[src/rtl/id_ex_stage.sv]
// ID/EX pipeline register with same-cycle write-back bypass, load-use bubble
// insertion and a saturating count of inserted bubbles.
module id_ex_stage #(
    parameter int CTRL_W = 16,
    parameter int CNT_W  = 16
) (
    input  logic              clk,
    input  logic              reset,
    input  logic              stall,
    input  logic              flush,
    input  logic              id_valid,
    input  logic [31:0]       id_pc,
    input  logic [4:0]        id_rs1,
    input  logic [4:0]        id_rs2,
    input  logic [4:0]        id_rd,
    input  logic              id_rd_used,
    input  logic [31:0]       id_rs1_data,
    input  logic [31:0]       id_rs2_data,
    input  logic [31:0]       id_rd_data,
    input  logic [31:0]       id_imm,
    input  logic [CTRL_W-1:0] id_ctrl,
    input  logic              id_reg_write,
    input  logic              id_mem_read,
    input  logic              wb_reg_write,
    input  logic [4:0]        wb_rd,
    input  logic [31:0]       wb_data,
    output logic              ex_valid,
    output logic [31:0]       ex_pc,
    output logic [31:0]       ex_imm,
    output logic [4:0]        ex_rs1,
    output logic [4:0]        ex_rs2,
    output logic [4:0]        ex_rd,
    output logic [31:0]       ex_rs1_data,
    output logic [31:0]       ex_rs2_data,
    output logic [31:0]       ex_rd_data,
    output logic [CTRL_W-1:0] ex_ctrl,
    output logic              ex_reg_write,
    output logic              ex_mem_read,
    output logic              hazard_stall,
    output logic [CNT_W-1:0]  bubble_cnt
);

    typedef struct packed {
        logic              valid;
        logic [31:0]       pc;
        logic [31:0]       imm;
        logic [4:0]        rs1;
        logic [4:0]        rs2;
        logic [4:0]        rd;
        logic [31:0]       rs1_data;
        logic [31:0]       rs2_data;
        logic [31:0]       rd_data;
        logic [CTRL_W-1:0] ctrl;
        logic              reg_write;
        logic              mem_read;
    } ex_t;

    ex_t              r_ex;
    ex_t              w_load;
    logic [CNT_W-1:0] r_bubble_cnt;
    logic             w_hazard;
    logic             w_wb_hit_rs1;
    logic             w_wb_hit_rs2;
    logic             w_wb_hit_rd;

    // The register file returns the pre-write value during its write cycle.
    assign w_wb_hit_rs1 = wb_reg_write && (wb_rd != 5'd0) && (wb_rd == id_rs1);
    assign w_wb_hit_rs2 = wb_reg_write && (wb_rd != 5'd0) && (wb_rd == id_rs2);
    assign w_wb_hit_rd  = wb_reg_write && (wb_rd != 5'd0) && (wb_rd == id_rd);

    assign w_hazard = r_ex.valid && r_ex.mem_read && (r_ex.rd != 5'd0) && id_valid &&
                      ((r_ex.rd == id_rs1) || (r_ex.rd == id_rs2) ||
                       (id_rd_used && (r_ex.rd == id_rd)));

    always_comb begin
        w_load           = '0;
        w_load.valid     = id_valid;
        w_load.pc        = id_pc;
        w_load.imm       = id_imm;
        w_load.rs1       = id_rs1;
        w_load.rs2       = id_rs2;
        w_load.rd        = id_rd;
        w_load.rs1_data  = w_wb_hit_rs1 ? wb_data : id_rs1_data;
        w_load.rs2_data  = w_wb_hit_rs2 ? wb_data : id_rs2_data;
        w_load.rd_data   = w_wb_hit_rd  ? wb_data : id_rd_data;
        w_load.ctrl      = id_valid ? id_ctrl : '0;
        w_load.reg_write = id_valid && id_reg_write;
        w_load.mem_read  = id_valid && id_mem_read;
    end

    // Flush beats stall; a hazard only bubbles when the pipe is not frozen.
    always_ff @(posedge clk or posedge reset) begin
        if (reset) begin
            r_ex <= '0;
        end else if (flush || (!stall && w_hazard)) begin
            r_ex <= '0;
        end else if (!stall) begin
            r_ex <= w_load;
        end
    end

    always_ff @(posedge clk or posedge reset) begin
        if (reset) begin
            r_bubble_cnt <= '0;
        end else if (!flush && !stall && w_hazard && (r_bubble_cnt != '1)) begin
            r_bubble_cnt <= r_bubble_cnt + CNT_W'(1);
        end
    end

    assign ex_valid     = r_ex.valid;
    assign ex_pc        = r_ex.pc;
    assign ex_imm       = r_ex.imm;
    assign ex_rs1       = r_ex.rs1;
    assign ex_rs2       = r_ex.rs2;
    assign ex_rd        = r_ex.rd;
    assign ex_rs1_data  = r_ex.rs1_data;
    assign ex_rs2_data  = r_ex.rs2_data;
    assign ex_rd_data   = r_ex.rd_data;
    assign ex_ctrl      = r_ex.ctrl;
    assign ex_reg_write = r_ex.reg_write;
    assign ex_mem_read  = r_ex.mem_read;
    assign hazard_stall = w_hazard;
    assign bubble_cnt   = r_bubble_cnt;

endmodule

[config.mk]
export PLATFORM = sky130hd
export DESIGN_NAME = id_ex_stage
export DESIGN_NICKNAME = d
export VERILOG_FILES = /design/src/rtl/id_ex_stage.sv
export SDC_FILE = /design/constraint.sdc
export NUM_CORES = 1
export LEC_CHECK = 0
export BUFFER_PORTS_ARGS = -buffer_cell sky130_fd_sc_hd__buf_2
export CAP_MARGIN = 20
export CORE_AREA = 2 2 172 174
export DETAILED_ROUTE_END_ITERATION = 7
export DIE_AREA = 0 0 174 176
export SLEW_MARGIN = 20
export SYNTH_ARGS = -nofsm -noshare
export SYNTH_HDL_FRONTEND = slang
export SYNTH_SLANG_ARGS = --single-unit
[constraint.sdc]
create_clock -name clk -period 6.8 [get_ports clk]
set_clock_uncertainty 0.1 [all_clocks]
set_input_delay 0.34 -clock clk [delete_from_list [all_inputs] [get_ports clk]]
set_output_delay 0.34 -clock clk [all_outputs]
set_load 0.005 [all_outputs]
Yosys cells after proc, flatten, opt, wreduce, memory -nomap -nowiden
Index checks and enable logic that the tools add are counted.
{ "totals": {"ff_bits": 210, "input_bits": 237, "wordCells": 50} }
{ "op_classes": {"addsub": 1, "n_eq_ne": 8, "n_mux": 6, "reduce_logical": 22} }
{ "ops": {"columns": ["cell", "n"], "rows": [
  ["$mux 194", 2],
  ["$mux 32", 3],
  ["$eq 5x5->1", 6],
  ["$add 16x1->16 const B", 1],
  ["$mux 16", 1],
  ["$ne 16x16->1 const B", 1],
  ["$logic_and 1x1->1", 15],
  ["$reduce_bool 5->1", 2],
  ["$logic_or 1x1->1", 3],
  ["$logic_not 1->1", 2],
  ["$ne 2x1->1 const B", 1]
]} }

Longest topological paths before layout
{ "logic_depth": {"depth_word": 7, "depth_mapped": 9, "depth_no_buf": 6} }

Least setup slack after synthesis
Ideal clock, no wire load.
{ "synth_timing": {"path_type": "flip-flop to flip-flop", "startpoint": "register r_bubble_cnt[0] (netlist: bubble_cnt[0])", "endpoint": "register r_bubble_cnt[10] (netlist: bubble_cnt[10])", "setup_ps": 138, "t_arrival_ps": 1811, "path_slack_ps": 4751, "stages_incl_launch_ff": 9, "n_path_buf": 2, "synth_period_minus_slack_ps": 2049, "path_cell_list": "dfrtp_1 -> ha_1 -> nand3_1 -> or2_2 -> buf_2 -> o31ai_4 -> buf_4 -> nor4_1 -> xor2_1"} }
{ "synth_via": {"elab_chain_len": 2, "elab_cells_between_ends": 3} }
{ "synth_lines": {"columns": ["item", "line_no", "text"], "rows": [
  ["from (decl)", "60", "logic [CNT_W-1:0] r_bubble_cnt;"],
  ["from (signal assigned)", "106", "r_bubble_cnt <= r_bubble_cnt + CNT_W'(1);"],
  ["branches (longest 2 deep; another with $add 16x1->16)", null, null]
]} }
Several ways; the timed one is not identified.
A chain may end at the register's enable or synchronous reset.

Worst setup path after layout
{ "layout_timing": {"startpoint": "register r_ex, in the netlist ex_rd[0]", "endpoint": "register r_ex, in the netlist ex_rs1_data[6]"} }
{ "layout_via": {"elab_chain_len": 7, "elab_cells_between_ends": 14} }
{ "layout_lines": {"columns": ["item", "line_no", "text"], "rows": [
  ["from (decl)", "58", "ex_t r_ex;"],
  ["from (signal assigned)", "98", "r_ex <= w_load;"],
  ["$eq 5x5->1 (tied with other cells)", "72", "((r_ex.rd == id_rs1) || (r_ex.rd == id_rs2) ||"],
  ["$logic_or 1x1->1 (tied with other cells)", "72", null],
  ["$logic_or 1x1->1 / $logic_and 1x1->1 (equally long branches)", "72, 71", null],
  ["$logic_and 1x1->1 (*)", "71", "assign w_hazard = r_ex.valid && r_ex.mem_read && (r_ex.rd != 5'd0) && id_valid &&"],
  ["$logic_and 1x1->1 (*)", "95", "end else if (flush || (!stall && w_hazard)) begin"],
  ["$logic_or 1x1->1 (*)", "95", null],
  ["$ne 2x1->1 (no source line) / $mux 194 (equally long branches)", null, null]
]} }
Every way passes the cells marked *; elsewhere a longest branch is shown, timed or not.

==> qor.yml <==
synthCells: 772
final_util_pct: 49.3
wire_per_inst_um: 18.7
clock-root-buffer: "clkbuf_16"
cts_tree: "done"
ys_types: 38
synth_xor_xnor_area_share_pct: 4.21
first_iter_violations: 392
chipHeight_um: 176
p_sw_uw: 819
clk_pin_slew_worst_paths_ns: 0.06
drv_slew: 0
path_cells: "xnor2_1, nand3_1, nor3_4, o21ai_4, nand2_2, buf_4, o21ai_0"
crit_slowest_cell: "buf_4"
synth_top_family_by_area: "compound AO/OA/AOI/OAI gates"
worstHoldEndpoint: "ex_rd_data[18]"
outcome: "finished, final reports clean"
area_growth_pct: 53.7
dpl_cell_area_sq_um: 11700
rows: 62
post-dp-hpwl_mm: 21.7
cts_buffers: 25
slowest_delay_ns: 0.66
synthSimpleGateAreaFrac_pct: 8.54
slew_headroom_pct: 35.2
nets: 1581
clk_latency_ns: 0.53
cp-start-kind: "flip-flop"
die_w_um: 174
period_needed_ns: 2.78
crit_type: "reg2reg"
p_per_area_nw_per_um2: 236
r2r_cells: 7
num_io_pins: 448
fmax_mhz: 360
syn_area_per_cell_sq_um: 11.9
fin_cells: 1748
ys_seq_area_share_pct: 57.4
synth_area_leaders: "dfrtp_1, mux2i_1, a22o_1"
final_area_sq_um: 14100
overflow: 0
rsz0062_at_grt: "false"
start_util_pct: 32.1
hold_depth: 3
synth_mux_area_share_pct: 10.7
critical_path_peak_fanout: 96
grt_max_degree: 181
synth_warnings: 0
vias: 8403
ir_worst_vdd_v: 0.000182
cp.required_ns: 7.05
routed_wl_mm: 32.7
synth.top_cell.area_share_pct: 57.4
clockBufferDepth: 3
finalSetupViolations: 0
fin_hold_ws_ns: 0.0164
post-place-ws_ns: 4.02
pwr-share-clk_pct: 43.8
yosys.area.top_type: "dfrtp_1"
setup_ws_ns: 4.02
vias_per_cell: 4.81
p_leak_nw: 7.01
timing.final.crit_share_pct: 40.8
hold_class: "in2reg"
p_int_mw: 2.51
finalSetupTns_ns: 0
yosys.area_share.adder_pct: 0.137
grt_pass1_vias: 8829
htree_levels: 1
synth_fp_nets: 1010
cts_resized: 0
seq_power_share_pct: 41.6
end_kind: "flip-flop"
gp_congestion: 0.804
fp.dieArea_sq_um: 30600
ant_nets: 0
ff2ff_setup_slack_ns: 4.02
portBuffers: 447
drt_drc_violations_left: 0
ys_ff_latch: 210
synth-compound-area-share_pct: 15.6
r2r-end: "ex_rs1_data[6]"
coreArea_sq_um: 28500
firstDrtPassIters: 5
grt_pass1_wl_mm: 50.2
worst_slew_pin_slew_ns: 0.972
grt.total_usage_pct: 20.6
antenna_found_initial: 4
maxCapViolCount: 0
cts_sinks: 210
hold_path_startpoint: "id_rd_data[18]"
dp_cells: 1551
switching_share_pct: 24.6
power_mw: 3.33
hold_viol: 0
rr_startpoint: "ex_rd[0]"
combinationalPowerShare_pct: 14.6
worstPathArrival_ns: 3.03
drive_above_1_share_pct: 37.6
synth_area_sq_um: 9160
-- cells by family after synthesis --
family          Yosys count
fa+ha+maj                 1
mux                      98
buf+inv                  63
flops                   210
compound gates          200
xor+xnor                 44
simple gates            156
-- layer usage --
layer / share of wire [%] / GRT usage (%) / routed length, um
met4: 3.0 / 6.97 / 981
met3: 6.5 / 4.16 / 2140
met2: 50 / 35.9 / 16400
met1: 40 / 25.7 / 13200
met5: 0.070 / 0 / 23
-- layout make-up --
type	count	area (sq um)
fillers	2649	14500
flip-flops and latches	210	5260
repair buffers	603	3810
multi-input cells	499	3600
clock buffers	38	724
well taps	384	480
clock inverters	8	179
inverters	4	22.5
diodes	2	5.00
-- placed cells by master (no fill, tap or decap), drive strengths merged, types with 2 or more instances in the layout --
cell | netlist | layout
a21oi | 2 | 2
a22o | 97 | 97
and3 | 3 | 3
buf | 22 | 455
bufinv | 0 | 5
clkbuf | 37 | 38
dfrtp | 210 | 210
diode | 0 | 2
dlygate4sd3 | 0 | 148
inv | 4 | 6
mux2 | 2 | 2
mux2i | 96 | 96
nand2 | 104 | 104
nand3 | 13 | 13
nand4 | 5 | 5
nor2 | 5 | 5
nor3 | 7 | 7
nor4 | 11 | 11
o21ai | 98 | 98
o31ai | 2 | 2
or2 | 2 | 2
xnor2 | 23 | 23
xor2 | 21 | 21
-- synth_stat cells, drive strengths merged --
library cell	n
dfrtp	210
nand2	104
o21ai	98
a22o	97
mux2i	96
clkbuf	37
xnor2	23
buf	22
xor2	21
nand3	13
nor4	11
nor3	7
nand4	5
nor2	5
inv	4
and3	3
a21oi	2
mux2	2
o31ai	2
or2	2
and2	1
ha	1
nand2b	1
nand3b	1
nor2b	1
nor3b	1
o22ai	1
or4	1
-- worst max-delay path by stage --
| stage | from | end | slack [ns] | depth (start not counted) |
|---|---|---|---|---|
| after floorplan | reset | bubble_cnt[0] | 0.62 | 1 |
| after global placement | id_rs2[2] | ex_rd_data[6] | 4.09 | 8 |
| after detailed placement | id_rs2[2] | ex_rs1_data[17] | 4.02 | 8 |
| after CTS | ex_rd[0] | ex_rs1_data[17] | 4.00 | 7 |
| after global routing | ex_rd[0] | ex_rd_data[0] | 3.76 | 7 |
| final | ex_rd[0] | ex_rs1_data[6] | 4.02 | 7 |
-- registers in the layout (all words and copies together), names as in the netlist --
name	cells
ex_imm	32
bubble_cnt	16
ex_mem_read	1
ex_valid	1
ex_pc	32
ex_reg_write	1
ex_rs2	5
ex_rd	5
ex_rs2_data	32
ex_rs1_data	32
ex_ctrl	16
ex_rd_data	32
ex_rs1	5
-- critical path: cells and delay by family, from the launching register on --
kind            cells  cell delay [ns]
flops               1             0.47
xor+xnor            1             0.20
buf+inv             1             0.66
simple gates        3             0.59
compound gates      2             0.44
-- power by group through the flow --
stage               Clock, mW  Combinational (mW)  Sequential [mW]
global route             1.55               0.527             1.40
CTS                      1.49               0.484             1.38
global placement            0               0.412             1.40
floorplan                   0               0.184             1.41
finish                   1.46               0.484             1.38
detailed placement          0               0.414             1.40
-- what timing repair did --
action,CTS,global route
setup endpoints to repair,0,0
endpoints found under the hold margin,166,0
buffers inserted,0,0
hold buffers,148,0
No activity file was read; power rests on OpenSTA's default activity.
